### config.mk
export PLATFORM = sky130hd
export DESIGN_NAME = seq_divider_hs
export DESIGN_NICKNAME = d
export VERILOG_FILES = /design/src/rtl/seq_divider_hs.sv
export SDC_FILE = /design/constraint.sdc
export NUM_CORES = 1
export LEC_CHECK = 0
export BUFFER_PORTS_ARGS = -buffer_cell sky130_fd_sc_hd__buf_4
export CAP_MARGIN = 20
export CELL_PAD_IN_SITES_DETAIL_PLACEMENT = 2
export CELL_PAD_IN_SITES_GLOBAL_PLACEMENT = 2
export CORE_ASPECT_RATIO = 1.25
export CORE_MARGIN = 1
export CORE_UTILIZATION = 35
export CTS_BUF_LIST = sky130_fd_sc_hd__clkbuf_16
export DETAILED_ROUTE_END_ITERATION = 6
export MAX_ROUTING_LAYER = met4
export PLACE_DENSITY = 0.84
export SYNTH_ARGS = -nofsm -noshare
export SYNTH_HDL_FRONTEND = slang
export SYNTH_SLANG_ARGS = --single-unit
### constraint.sdc
create_clock -name clk -period 3.8 [get_ports clk]
set_input_delay 0.38 -clock clk [delete_from_list [all_inputs] [get_ports clk]]
set_output_delay 0.38 -clock clk [all_outputs]
set_load 0.005 [all_outputs]
### src/rtl/seq_divider_hs.sv
// seq_divider_hs: multi-cycle restoring divider with valid/ready handshakes.
// One quotient bit is produced per CALC cycle, MSB first. Operands are reduced
// to magnitudes at the accept edge. Signs are applied in a single FIX cycle.
// A zero divisor bypasses the iteration and reports div0.
module seq_divider_hs #(
    parameter int DVD_W     = 8,
    parameter int DVS_W     = 4,
    parameter bit SIGNED_EN = 1'b1
) (
    input  logic             clk,
    input  logic             rst_n,
    input  logic             in_valid,
    output logic             in_ready,
    input  logic [DVD_W-1:0] in_dividend,
    input  logic [DVS_W-1:0] in_divisor,
    input  logic             in_signed,
    output logic             out_valid,
    input  logic             out_ready,
    output logic [DVD_W-1:0] out_quotient,
    output logic [DVS_W-1:0] out_remainder,
    output logic             out_div0
);

    localparam int CNT_W = $clog2(DVD_W);
    localparam logic [CNT_W-1:0] LAST_STEP = CNT_W'(DVD_W - 1);

    typedef enum logic [1:0] {IDLE, CALC, FIX, DONE} state_t;

    state_t           state;
    logic [CNT_W-1:0] cnt;

    // Iteration datapath: dvd_sh starts as the dividend magnitude and fills
    // with quotient bits from the right as dividend bits leave on the left.
    logic [DVD_W-1:0] dvd_sh;
    logic [DVS_W:0]   dvs_mag;
    logic [DVS_W:0]   prem;
    logic             q_neg;
    logic             r_neg;

    logic             accept;
    logic             signed_op;
    logic             dvd_neg;
    logic             dvs_neg;
    logic             dvs_zero;
    logic [DVS_W+1:0] shifted;
    logic [DVS_W+1:0] trial;
    logic             trial_ok;

    // Conditional two's-complement negation at dividend/quotient width.
    function automatic logic [DVD_W-1:0] cneg_dvd(input logic [DVD_W-1:0] v,
                                                  input logic n);
        return n ? -v : v;
    endfunction

    // Divisor magnitude in DVS_W+1 bits so the most-negative divisor's
    // magnitude (e.g. 8 for a 4-bit -8) is representable.
    function automatic logic [DVS_W:0] abs_dvs(input logic [DVS_W-1:0] v,
                                               input logic n);
        logic [DVS_W:0] e;
        e = {n & v[DVS_W-1], v};
        return n ? -e : e;
    endfunction

    // Conditional two's-complement negation at remainder width.
    function automatic logic [DVS_W-1:0] cneg_rem(input logic [DVS_W-1:0] v,
                                                  input logic n);
        return n ? -v : v;
    endfunction

    assign accept    = in_valid && in_ready;
    assign signed_op = SIGNED_EN && in_signed;
    assign dvd_neg   = signed_op && in_dividend[DVD_W-1];
    assign dvs_neg   = signed_op && in_divisor[DVS_W-1];
    assign dvs_zero  = (in_divisor == '0);

    // Restoring step: shift in the next dividend bit, trial-subtract the
    // divisor magnitude; a clear top bit means the subtraction is kept.
    assign shifted  = {prem, dvd_sh[DVD_W-1]};
    assign trial    = shifted - {1'b0, dvs_mag};
    assign trial_ok = ~trial[DVS_W+1];

    // Control FSM with registered handshake and result outputs.
    always_ff @(posedge clk or negedge rst_n) begin
        if (!rst_n) begin
            state         <= IDLE;
            cnt           <= '0;
            in_ready      <= 1'b1;
            out_valid     <= 1'b0;
            out_quotient  <= '0;
            out_remainder <= '0;
            out_div0      <= 1'b0;
        end else begin
            case (state)
                IDLE: begin
                    if (accept) begin
                        in_ready <= 1'b0;
                        if (dvs_zero) begin
                            out_quotient  <= '1;
                            out_remainder <= '0;
                            out_div0      <= 1'b1;
                            out_valid     <= 1'b1;
                            state         <= DONE;
                        end else begin
                            cnt   <= '0;
                            state <= CALC;
                        end
                    end
                end
                CALC: begin
                    cnt <= cnt + CNT_W'(1);
                    if (cnt == LAST_STEP) begin
                        state <= FIX;
                    end
                end
                FIX: begin
                    out_quotient  <= cneg_dvd(dvd_sh, q_neg);
                    out_remainder <= cneg_rem(prem[DVS_W-1:0], r_neg);
                    out_div0      <= 1'b0;
                    out_valid     <= 1'b1;
                    state         <= DONE;
                end
                DONE: begin
                    if (out_valid && out_ready) begin
                        out_valid <= 1'b0;
                        in_ready  <= 1'b1;
                        state     <= IDLE;
                    end
                end
                default: state <= IDLE;
            endcase
        end
    end

    // Operand capture at accept, then one restoring iteration per CALC cycle.
    always_ff @(posedge clk) begin
        if (state == IDLE && accept) begin
            dvd_sh  <= cneg_dvd(in_dividend, dvd_neg);
            dvs_mag <= abs_dvs(in_divisor, dvs_neg);
            prem    <= '0;
            q_neg   <= dvd_neg ^ dvs_neg;
            r_neg   <= dvd_neg;
        end else if (state == CALC) begin
            prem   <= trial_ok ? trial[DVS_W:0] : shifted[DVS_W:0];
            dvd_sh <= {dvd_sh[DVD_W-2:0], trial_ok};
        end
    end

endmodule

# After elaboration in Yosys (flattened, before gate mapping)
# Cells that the tools add are included.
[totals]
in_bits = 17
reg_bits = 40
out_inout_bits = 15
[classes]
n_eq_ne = 9
n_reduce_logical = 17
bitwise = 3
n_mux = 29
addsub = 6
[op_table]
columns = ["operator", "count"]
rows = [
  ["2-to-1 mux 8 bit", 6],
  ["negation 8 bit", 2],
  ["case mux 8 bit (2 select lines)", 1],
  ["2-to-1 mux 4 bit", 3],
  ["AND reduction 3 bit", 4],
  ["2-to-1 mux 5 bit", 2],
  ["inequality test 2 bit (second input constant)", 5],
  ["2-to-1 mux 2 bit", 4],
  ["case mux 2 bit (4 select lines)", 1],
  ["case mux 4 bit (2 select lines)", 1],
  ["nonzero test 2 bit", 4],
  ["2-to-1 mux 3 bit", 2],
  ["case mux 3 bit (2 select lines)", 1],
  ["subtractor 6 x 5 -> 6 bit", 1],
  ["logical AND 1 bit", 5],
  ["2-to-1 mux 1 bit", 5],
  ["negation 5 bit", 1],
  ["== test 2 bit (second input constant)", 2],
  ["logical NOT 4 bit", 1],
  ["negation 4 bit", 1],
  ["case mux 1 bit (2 select lines)", 2],
  ["AND reduction 4 bit", 1],
  ["adder 3 x 1 -> 3 bit (second input constant)", 1],
  ["== test 3 bit (second input constant)", 1],
  ["7 further kinds", 7],
]

# Logic depth before layout (Yosys ltp)
# Gate-level depths: netlist of the first run.
[depth]
depth_word = 4
ltp_mapped = 9
depth_no_buf = 9

# Worst setup path before layout of the first run
# OpenSTA, ideal clock, no wires.
[synth_timing]
path_type = "register to register"
start = "register dvs_mag[1]"
end = "register prem[0]"
stages_incl_launch_ff = 8
setup_ps = 106
slack_ps = 1927
arrival_time_ps = 1767
n_path_buf = 0
t_required_ps = 3694
cell_sequence = "edfxtp_1 > inv_1 > ha_1 > nor2b_1 > o21ai_0 > a211oi_4 > or4b_1 > o311ai_0"
[synth_between]
elab_chain_len = 2
[synth_rtl]
columns = ["item", "line", "source"]
rows = [
  ["start: declaration", "35", "logic [DVS_W:0] dvs_mag;"],
  ["start signal: assignment", "138", "dvs_mag <= abs_dvs(in_divisor, dvs_neg);"],
  ["subtractor 6 x 5 -> 6 bit", "79", "assign trial = shifted - {1'b0, dvs_mag};"],
  ["2-to-1 mux 5 bit", "143", "prem <= trial_ok ? trial[DVS_W:0] : shifted[DVS_W:0];"],
  ["end signal: assignment", "143", ""],
  ["end: declaration", "36", "logic [DVS_W:0] prem;"],
]
# Every way passes these cells.
# A chain may end at the register's enable or synchronous reset.

# Final worst setup path of the first run
[layout_timing]
start = "register state[0]"
end = "register out_quotient[3]"
[layout_between]
elab_chain_len = 3
[layout_rtl]
columns = ["item", "line", "source"]
rows = [
  ["start: declaration", "29", "state_t state;"],
  ["start signal: assignment", "85", "state <= IDLE;"],
  ["start signal: assignment", "102", "state <= DONE;"],
  ["start signal: assignment", "105", "state <= CALC;"],
  ["== test 2 bit or logical NOT 2 bit (tied branches)", "93", "case (state)"],
  ["nonzero test 2 bit (no source line) or inequality test 2 bit (tied branches)", "--", ""],
  ["AND reduction 3 bit (no source line)", "--", ""],
  ["end signal: assignment", "116", "out_quotient <= cneg_dvd(dvd_sh, q_neg);"],
  ["end: declaration", "19", "output logic [DVD_W-1:0] out_quotient,"],
]
# Several ways; a longest one is shown, not always the timed one.

==> results of run 1 <==
[cell families after synthesis]
logic type               Yosys count  synth area share
buffers and inverters             34            0.0551
adder cells (fa/ha/maj)           18            0.0995
AO/OA/AOI/OAI                     59             0.167
AND/OR/NAND/NOR                   63             0.130
XOR/XNOR                          18            0.0674
flip-flops                        40             0.450
multiplexers                       7            0.0305
[layer usage]
metal	track usage	up-vias	part of all wire
li1	-	897	-
met3	0.0323	9	0.026
met2	0.383	36	0.55
met1	0.227	910	0.40
met4	0.0540	0	0.017
met5	-	-	0
[report_power, final]
group	switching, mW	total, mW	internal [mW]
clock	0.155	0.391	0.236
sequential	0	0.446	0.446
combinational	0.0240	0.0447	0.0207
total	0.179	0.882	0.703
[cell type report]
cell class              instances  area (sq um)  area share
multi-input cells             165          1160       0.412
flip-flops and latches         40          1050       0.374
repair buffers                 34           258      0.0916
clock buffers                   5           125      0.0445
well taps                      85           106      0.0378
inverters                      27           101      0.0360
clock inverters                 3          11.3     0.00400
[sequential cells by signal, indices dropped and copies added, names as in the netlist]
register and cells:
dvd_sh 8, q_neg 1, prem 5, out_div0 1, out_remainder 4, cnt 3, out_valid 1, r_neg 1
dvs_mag 5, state 2, in_ready 1, out_quotient 8
[metrics by stage]
stage | area, sq um | hold WS [ns] | setup slack, ns | cells | power [mW]
floorplan | 2340 | 0.0844 | 1.93 | 239 | 0.471
global placement | 2670 | 0.279 | 1.67 | 350 | 0.498
detailed placement | 2670 | 0.283 | 1.54 | 350 | 0.499
CTS | 2810 | 0.294 | 1.49 | 359 | 0.893
global route | 2810 | 0.295 | 1.33 | 359 | 0.915
finish | 2810 | 0.294 | 1.52 | 359 | 0.882
[path summary, 6_finish.rpt]
kind / start / end / slack [ns] / cells past startpoint
worst max-delay path: state[0] / out_quotient[3] / 1.52 / 8
worst min register to register: in_ready / in_ready / 0.49 / 2
worst min-delay path: in_divisor[0] / dvs_mag[0] / 0.29 / 1
worst max register to register: state[0] / out_quotient[3] / 1.52 / 8
max in group asynchronous: rst_n / in_ready / 3.00 / 2
min in group asynchronous: rst_n / out_remainder[2] / 0.53 / 2
[cells in the final DEF, fill, tap and decap left out, types with 3 or more instances in the layout]
cell type	n
a21oi_1	8
a22o_1	3
a31oi_1	4
and2_1	3
buf_4	33
clkbuf_16	5
dfrtp_1	19
dfxtp_1	5
edfxtp_1	15
ha_1	17
inv_1	28
mux2i_1	6
nand2_1	24
nand2b_1	3
nand3_1	6
nor2_1	11
nor2b_1	4
o21ai_0	23
o22a_1	4
o31ai_1	5
or3_1	4
xnor2_1	11
xor2_1	7
==> metrics.md, run 1 <==
| Metric | Value |
|---|---|
| Outcome | `completed` |
| Routability cong. | `0.759` |
| Worst min path class | `in -> reg` |
| Row count | `32` |
| Synth top area share | `0.203` |
| Horiz. Die Dim | `75.1 um` |
| Layout cells sized above 1 | `0.157` |
| Tightest Pin Transition | `0.618 ns` |
| CP endpoint kind | `flip-flop` |
| Total GRT Usage | `0.207` |
| Clock slew seen by the registers of the worst setup and hold paths | `0.06 ns` |
| Fin crit share | `0.601` |
| Crit-path cells | `inv_1 > ha_1 > nand3_1 > buf_4 > o22ai_1 > buf_4 > nand2_1 > o22a_1` |
| WL per Instance | `17.5 um` |
| Tmin final | `2.28 ns` |
| Remaining antenna violation count | `0` |
| Final setup violating endpoints | `0` |
| Finished Core Util | `0.445` |
| CTS Hold Bufs | `1` |
| Post-DR vias/cell | `5.16` |
| CTS HTree Levels | `2` |
| Final Hold Fails | `0` |
| Resized Gates After CTS | `0` |
| Num CTS Buffers | `5` |
| Initial antenna violation count | `0` |
| Clock Sinks | `40` |
| Pwr Density | `314 nW/um^2` |
| Ranking of synthesized cells by area | `dfrtp_1, edfxtp_1, ha_1, o21ai_0, inv_1` |
| Fillcell total | `712` |
| Unrepaired setup endpoints after global routing | `false` |
| Syn nets | `274` |
| Die area | `7020 sq um` |
| Antenna diode count | `0` |
| Most frequent cells after synthesis | `inv_1, nand2_1, o21ai_0` |
| First-pass GRT wire length | `10.3 mm` |
| Syn_area_per_cell | `9.79 sq um` |
| Most common cell in the netlist | `inv_1` |
| Max-slew violation count | `0` |
| DR vias | `1,852` |
| DRT iter0 DRCs | `80` |
| Netlist cell types | `42` |
| Largest net degree at the start of global routing | `25` |
| Sequential fraction of the synthesis area | `0.450` |
| Synthesized area | `2340 sq um` |
| Crit Path Class | `reg -> reg` |
| Slew headroom | `0.588` |
| Peak supply drop | `0.164 mV` |
| Grt ovf | `0` |
| FFs w/ async S/R, synth | `0.500` |
| IO Pins | `32` |
| Core area | `6330 sq um` |
| I/O Buffers | `31` |
| Worst EP required | `3.97 ns` |
| Family with the most delay on the worst path | `buffers and inverters` |
| Routed WL | `6.27 mm` |
| Drt pass-1 iters | `4` |
| DRC viols | `0` |
| Top_reg_cell synth | `dfrtp_1` |
| CP dominant cell by count | `buf_4` |
| Clk root buf | `clkbuf_16` |
| Max clock buf depth | `2` |
| Initial Util | `0.370` |
| P&R area growth vs syn | `20.2%` |
| Worst-case clock skew | `0.00509 ns` |
| Net count, final | `308` |
| HPWL after DPL | `4.69 mm` |
| Clock insertion delay at the later pin of the skew report | `0.28 ns` |
| P_leak | `1.27 nW` |
| CP Buf/Inv Count | `3` |
| Crit start category | `flip-flop` |
| Die height | `93.4 um` |
| Critical-path top delay cell | `dfrtp_1` |
| Setup bufs post-CTS | `0` |
| Cells after Synth | `239` |
| Number of flops mapped to enable cells by yosys | `15` |
| CTS tree | `built` |
| WP data arrival | `2.45 ns` |
| Synth warn | `0` |
| Slowest stage delay, CP | `0.41 ns` |
| CP Max Fanout | `24` |
| TNS Setup | `0 ns` |
| Number of global-route vias before repair | `2,041` |
| Max Cap Viol | `0` |
| Area leader, netlist | `dfrtp_1` |
| Yosys reg bits | `40` |
| Max frequency | `0.438 GHz` |
No activity file was read; power rests on OpenSTA's default activity.
==> run 2: changes to the inputs <==
--- a/config.mk
+++ b/config.mk
@@ -11,11 +11,11 @@
 export CELL_PAD_IN_SITES_GLOBAL_PLACEMENT = 2
 export CORE_ASPECT_RATIO = 1.25
 export CORE_MARGIN = 1
-export CORE_UTILIZATION = 35
+export CORE_UTILIZATION = 32
 export CTS_BUF_LIST = sky130_fd_sc_hd__clkbuf_16
 export DETAILED_ROUTE_END_ITERATION = 6
 export MAX_ROUTING_LAYER = met4
-export PLACE_DENSITY = 0.84
+export PLACE_DENSITY = 0.81
 export SYNTH_ARGS = -nofsm -noshare
 export SYNTH_HDL_FRONTEND = slang
 export SYNTH_SLANG_ARGS = --single-unit
==> constraint.sdc (replaced) <==
create_clock -name clk -period 1.9 [get_ports clk]
set_input_delay 0.19 -clock clk [delete_from_list [all_inputs] [get_ports clk]]
set_output_delay 0.19 -clock clk [all_outputs]
set_load 0.005 [all_outputs]
==> metrics.md, run 2 (same netlist as run 1, synthesis figures left out) <==
| Metric | Value |
|---|---|
| RR Startpoint | `dvs_mag[1]` |
| Failing checks | `setup timing` |
| Wire length on met3 | `144 um (-13%)` |
| Outcome | `finished with violations` |
| Final hold slack | `0.111 ns (-0.183 ns)` |
| Horiz. Die Dim | `78.5 um (+4.5%)` |
| HPWL after DPL | `4.88 mm (+4.0%)` |
| Max-slew violation count | `0 (unchanged)` |
| Worst min path class | `in -> reg` |
| DR vias | `1,952 (+5.4%)` |
| WP data arrival | `2.18 ns (-0.27 ns)` |
| Tot Pwr | `1.89 mW (+110%)` |
| Number of global-route vias before repair | `2,276 (+12%)` |
| Net count, final | `327 (+6.2%)` |
| Initial Util | `0.333 (-0.0365)` |
| Met2 WL post-DR | `3.67 mm (+6.0%)` |
| Max frequency | `0.501 GHz (+15%)` |
| Num CTS Buffers | `5 (unchanged)` |
| DRT iter0 DRCs | `47 (-41%)` |
| Pre-CTS setup slack | `-0.214 ns (-1.76 ns)` |
| Remaining antenna violation count | `0 (unchanged)` |
| Most frequent cells in the layout | `buf_4, nand2_1, inv_1` |
| Crit Path Class | `reg -> reg` |
| Row count | `34 (+6.3%)` |
| P&R area growth vs syn | `33.5%` |
| CTS tree | `built` |
| CP Max Fanout | `6 (-75%)` |
| Worst setup margin | `-0.0952 ns (-1.61 ns)` |
| Clk root buf | `clkbuf_16` |
| Crit start category | `flip-flop` |
| Met1 Wirelength | `2.88 mm (+14%)` |
| Post-DR vias/cell | `5.10 (-1.2%)` |
| Pwr Density | `605 nW/um^2 (+93%)` |
| Clock Sinks | `40 (unchanged)` |
| Fillcell total | `759 (+6.6%)` |
| Largest net degree at the start of global routing | `21 (-16%)` |
| Initial antenna violation count | `0 (unchanged)` |
| I/O Buffers | `31 (unchanged)` |
| Grt ovf | `0 (unchanged)` |
| DRC viols | `0 (unchanged)` |
| Die area | `7660 sq um (+9.1%)` |
| Tightest Pin Transition | `0.406 ns (-0.212 ns)` |
| Register area | `1050 sq um (unchanged)` |
| Peak supply drop | `0.403 mV (+150%)` |
| Commonest non-fill, non-tap cell in the layout | `buf_4` |
| Antenna diode count | `0 (unchanged)` |
| Total GRT Usage | `0.199 (-0.00857)` |
| Routability cong. | `0.789 (+4.0%)` |
| Internal | `1.50 mW (+110%)` |
| Worst EP required | `2.08 ns (-1.89 ns)` |
| WL per Instance | `17.6 um (+0.99%)` |
| Beginning of the worst hold path | `in_divisor[0]` |
| Tmin final | `2.00 ns (-0.289 ns)` |
| Clock slew seen by the registers of the worst setup and hold paths | `0.06 ns (about the same)` |
| Die height | `97.6 um (+4.5%)` |
| Sw frac | `0.207 (+0.00327)` |
| Highest metal used | `met4` |
| Combinational Power Share | `0.047 (-0.004)` |
| Fin crit share | `1.05 (+0.449)` |
| Area of the multi-input gates | `1280 sq um (+10%)` |
| Max Cap Viol | `0 (unchanged)` |
| Final Hold Fails | `0 (unchanged)` |
| CTS HTree Levels | `2 (unchanged)` |
| P_leak | `1.38 nW (+8.7%)` |
| Layout cells sized above 1 | `0.294 (+0.137)` |
| Drt pass-1 iters | `4 (unchanged)` |
| Core area | `7020 sq um (+11%)` |
| IO Pins | `32 (unchanged)` |
| Routed WL | `6.75 mm (+7.7%)` |
| CP endpoint kind | `flip-flop` |
| Crit path from | `dvs_mag[1]` |
| Unrepaired setup endpoints after global routing | `true` |
| Seq pwr share | `0.472 (-0.034)` |
| Worst-case clock skew | `0.00547 ns (+0.000378 ns)` |
| Max clock buf depth | `2 (unchanged)` |
| Top flop regs | `dvd_sh: 8 flops, out_quotient: 8 flops` |
| Switch Pwr | `0.390 mW (+120%)` |
| Slew headroom | `0.729 (+0.141)` |
| Clock insertion delay at the later pin of the skew report | `0.28 ns (about the same)` |
| Clk pwr share | `0.480 (+0.037)` |
| First-pass GRT wire length | `11.5 mm (+11%)` |
| Final setup violating endpoints | `4 (+4)` |
[run 2: cell count changes in the layout (fill, tap and decap cells not counted), sizes merged]
cell    change
clkinv      -1
buf        +19
clkbuf      +1
[run 2: metal layers]
layer	track usage	vias to the layer above
li1	-	934
met1	0.221	973
met2	0.361	37
met3	0.0319	8
met4	0.0570	0
met5	-	-
[run 2: area by class of cell]
| type | count | area share |
|---|---|---|
| multi-input cells | 165 | 0.408 |
| flip-flops and latches | 40 | 0.337 |
| repair buffers | 53 | 0.135 |
| clock buffers | 6 | 0.0481 |
| well taps | 90 | 0.0360 |
| inverters | 27 | 0.0324 |
| clock inverters | 2 | 0.00360 |
[run 2: stage by stage]
stage / std cells / setup TNS (ns) / utilization / area (sq um)
6_report: 383 / -0.192 / 0.445 / 3120
5_1_grt: 383 / -0.550 / 0.445 / 3120
4_1_cts: 382 / -0.0765 / 0.439 / 3080
3_5_place_dp: 371 / -0.388 / 0.400 / 2810
3_3_place_gp: 371 / -0.0643 / 0.400 / 2810
2_1_floorplan: 239 / 0 / - / 2340
[run 2: power groups by stage]
stage	Sequential (mW)	Combinational, mW	Clock (mW)
2_1_floorplan	0.910	0.0330	0
3_3_place_gp	0.909	0.0845	0
3_5_place_dp	0.909	0.0879	0
4_1_cts	0.892	0.0913	0.926
5_1_grt	0.892	0.101	0.957
6_report	0.892	0.0896	0.907
[run 2: what timing repair did]
item | in CTS | in global routing
hold buffers | 1 | 0
buffers inserted | 2 | 2
pin swaps | 8 | 6
hold endpoints to repair | 19 | 0
gates resized for setup | 20 | 9
setup endpoints to repair | 5 | 15
[run 2: critical path: stages, from the launching register on]
cell	delay (ns)
edfxtp_1	0.34
inv_2	0.06
ha_4	0.25
nor2b_4	0.17
o2111a_1	0.27
a211oi_4	0.07
buf_12	0.15
or4b_4	0.50
o311ai_2	0.09
[run 2: path summary, 6_finish.rpt]
check | endpoint | slack (ns) | cells after the start
max | prem[0] | -0.1 | 8
min | dvs_mag[0] | 0.11 | 1
max reg2reg | prem[0] | -0.1 | 8
min reg2reg | in_ready | 0.49 | 2
max in group asynchronous | in_ready | 1.31 | 2
min in group asynchronous | cnt[0] | 0.33 | 2
==> run 3: changes to the inputs <==
==> config.mk (replaced) <==
export PLATFORM = sky130hd
export DESIGN_NAME = seq_divider_hs
export DESIGN_NICKNAME = d
export VERILOG_FILES = /design/src/rtl/seq_divider_hs.sv
export SDC_FILE = /design/constraint.sdc
export NUM_CORES = 1
export LEC_CHECK = 0
export CAP_MARGIN = 20
export CELL_PAD_IN_SITES_DETAIL_PLACEMENT = 2
export CELL_PAD_IN_SITES_GLOBAL_PLACEMENT = 2
export CORE_ASPECT_RATIO = 1.25
export CORE_MARGIN = 1
export CORE_UTILIZATION = 35
export CTS_BUF_LIST = sky130_fd_sc_hd__clkbuf_16
export DETAILED_ROUTE_END_ITERATION = 6
export DONT_BUFFER_PORTS = 1
export MAX_ROUTING_LAYER = met4
export PLACE_DENSITY = 0.8
export SYNTH_ARGS = -nofsm -noshare
export SYNTH_HDL_FRONTEND = slang
export SYNTH_SLANG_ARGS = --single-unit
==> metrics.md, run 3 (same netlist as run 1, synthesis figures left out) <==
| Metric | Value |
|---|---|
| Antenna diode count | `0 (unchanged)` |
| Remaining antenna violation count | `0 (unchanged)` |
| Register area | `1050 sq um (unchanged)` |
| Routed WL | `6.89 mm (+2.1%)` |
| Sw frac | `0.214 (+0.00741)` |
| Initial antenna violation count | `0 (unchanged)` |
| Tightest Pin Transition | `0.916 ns (+0.510 ns)` |
| Commonest non-fill, non-tap cell in the layout | `inv_1` |
| Clock insertion delay at the later pin of the skew report | `0.29 ns (about the same)` |
| I/O Buffers | `0 (-100%)` |
| Clk root buf | `clkbuf_16` |
| Slew headroom | `0.388 (-0.342)` |
| Num CTS Buffers | `5 (unchanged)` |
| CTS tree | `built` |
| CTS HTree Levels | `2 (unchanged)` |
| IO Pins | `32 (unchanged)` |
| Clock Sinks | `40 (unchanged)` |
| Layout cells sized above 1 | `0.197 (-0.0965)` |
| Slowest stage delay, CP | `0.48 ns (-0.02 ns)` |
| Net count, final | `298 (-8.9%)` |
| Post-DR vias/cell | `5.31 (+4.1%)` |
| DR vias | `1,852 (-5.1%)` |
| Clk pwr share | `0.463 (-0.017)` |
| Routability cong. | `0.768 (-2.6%)` |
| Die height | `93.4 um (-4.3%)` |
| Final Instance Area | `2880 sq um (-8.0%)` |
| Final non-filler cell total | `349 (-8.9%)` |
| Seq pwr share | `0.505 (+0.033)` |
| Outcome | `finished with violations` |
| Switch Pwr | `0.378 mW (-3.0%)` |
| Max clock buf depth | `2 (unchanged)` |
| FF-to-FF setup slack | `-0.03 ns (+0.07 ns)` |
| Clock slew seen by the registers of the worst setup and hold paths | `0.06 ns (about the same)` |
| Total GRT Usage | `0.228 (+0.0296)` |
| Max frequency | `0.518 GHz (+3.4%)` |
| Horiz. Die Dim | `75.1 um (-4.3%)` |
| CP Max Fanout | `8 (+2)` |
| Peak supply drop | `0.403 mV (-0.22%)` |
| Final Hold Fails | `0 (unchanged)` |
| Max-slew violation count | `0 (unchanged)` |
| Pwr Density | `615 nW/um^2 (+1.7%)` |
| DP Cell Count | `337 (-9.2%)` |
| Final setup violating endpoints | `1 (-3)` |
| Area of the multi-input gates | `1280 sq um (unchanged)` |
| Drt pass-1 iters | `4 (unchanged)` |
| DRC viols | `0 (unchanged)` |
| DP Area | `2580 sq um (-8.0%)` |
| Row count | `32 (-5.9%)` |
| Fin crit share | `1.02 (-0.0350)` |
| HPWL after DPL | `4.79 mm (-1.7%)` |
| Family with the most delay on the worst path | `compound AO/OA/AOI/OAI gates` |
| P_leak | `1.25 nW (-9.5%)` |
| Internal | `1.39 mW (-7.2%)` |
| Combinational Power Share | `0.032 (-0.015)` |
| Core area | `6330 sq um (-9.9%)` |
| Unrepaired setup endpoints after global routing | `true` |
| Crit Path Class | `reg -> reg` |
| Worst min path class | `in -> reg` |
| Failing checks | `setup timing` |
| Crit start category | `flip-flop` |
| Tot Pwr | `1.77 mW (-6.4%)` |
| Grt ovf | `0 (unchanged)` |
| WP data arrival | `2.13 ns (-0.05 ns)` |
| Worst-case clock skew | `0.00911 ns (+0.00364 ns)` |
| Die area | `7020 sq um (-8.4%)` |
| Crit-path cells | `inv_2 > ha_4 > buf_6 > o21a_1 > o2111a_1 > a211oi_4 > buf_12 > or4b_4 > o311ai_2` |
| Max Cap Viol | `0 (unchanged)` |
| CP endpoint kind | `flip-flop` |
| Worst setup margin | `-0.0287 ns (+0.0665 ns)` |
| Critical-path top delay cell | `or4b_4` |
| Initial Util | `0.370 (+0.0365)` |
| DRT iter0 DRCs | `43 (-8.5%)` |
| P&R area growth vs syn | `22.9%` |
| First-pass GRT wire length | `11.2 mm (-2.3%)` |
| Largest net degree at the start of global routing | `21 (unchanged)` |
| Tmin final | `1.93 ns (-0.0665 ns)` |
| Number of global-route vias before repair | `2,104 (-7.6%)` |
| CP Buf/Inv Count | `3 (+1)` |
| Most frequent cells in the layout | `inv_1, nand2_1, o21ai_0` |
| WL per Instance | `19.8 um (+12%)` |
| Fillcell total | `687 (-9.5%)` |
| Top flop regs | `dvd_sh: 8 flops, out_quotient: 8 flops` |
| Worst EP required | `2.10 ns (+0.02 ns)` |
-- run 3: cell count changes in the layout (fill, tap and decap cells not counted), moves of 2 or more --
cell	before	now
a21oi_2	3	1
inv_1	23	25
buf_4	49	20
a21oi_1	5	7
-- run 3: per-layer routing --
layer | share of wire | track usage
met1 | 0.39 | 0.244
met2 | 0.57 | 0.420
met3 | 0.031 | 0.0399
met4 | 0.013 | 0.0679
met5 | 0 | -
-- run 3: worst paths after layout --
kind,start,endpoint,cells past startpoint
max,dvs_mag[2],prem[0],9
min,in_valid,in_ready,3
max reg2reg,dvs_mag[2],prem[0],9
min reg2reg,in_ready,in_ready,2
max in group asynchronous,rst_n,out_quotient[3],1
min in group asynchronous,rst_n,out_quotient[7],1
-- run 3: layout make-up --
| type | count | share of cell area |
|---|---|---|
| repair buffers | 24 | 0.0701 |
| flip-flops and latches | 40 | 0.366 |
| multi-input cells | 165 | 0.444 |
| well taps | 85 | 0.0370 |
| clock inverters | 3 | 0.00435 |
| inverters | 27 | 0.0352 |
| clock buffers | 5 | 0.0435 |
-- run 3: power groups by stage --
stage | sequential, mW | clock [mW] | combinational, mW
floorplan | 0.910 | 0 | 0.0330
global placement | 0.910 | 0 | 0.0408
detailed placement | 0.910 | 0 | 0.0444
CTS | 0.892 | 0.837 | 0.0587
global route | 0.892 | 0.865 | 0.0648
finish | 0.892 | 0.819 | 0.0570
-- run 3: stage by stage --
step           utilization  setup TNS, ns  hold WS, ns  setup slack (ns)
6_report             0.455        -0.0287       0.0412           -0.0287
5_1_grt              0.455         -0.266       0.0768           -0.0802
4_1_cts              0.448        -0.0630       0.0358           -0.0630
3_5_place_dp         0.408         -0.727       -0.105            -0.244
3_3_place_gp         0.408         -0.218       -0.105           -0.0741
2_1_floorplan            -              0       -0.106            0.0274
-- run 3: worst reg2reg max path, delay by kind of cell, from the launching register on --
kind,cells,cell delay (ns)
fa+ha+maj,1,0.14
compound gates,4,0.51
flops,1,0.38
simple gates,1,0.48
buf+inv,3,0.33
-- run 3: what timing repair did --
| item | CTS | global route |
|---|---|---|
| endpoints found under the hold margin | 21 | 0 |
| resized for setup | 21 | 7 |
| buffers inserted | 3 | 1 |
| pin swaps | 4 | 5 |
| setup endpoints to repair | 18 | 15 |
| hold buffers | 2 | 0 |
| cloned | 0 | 0 |
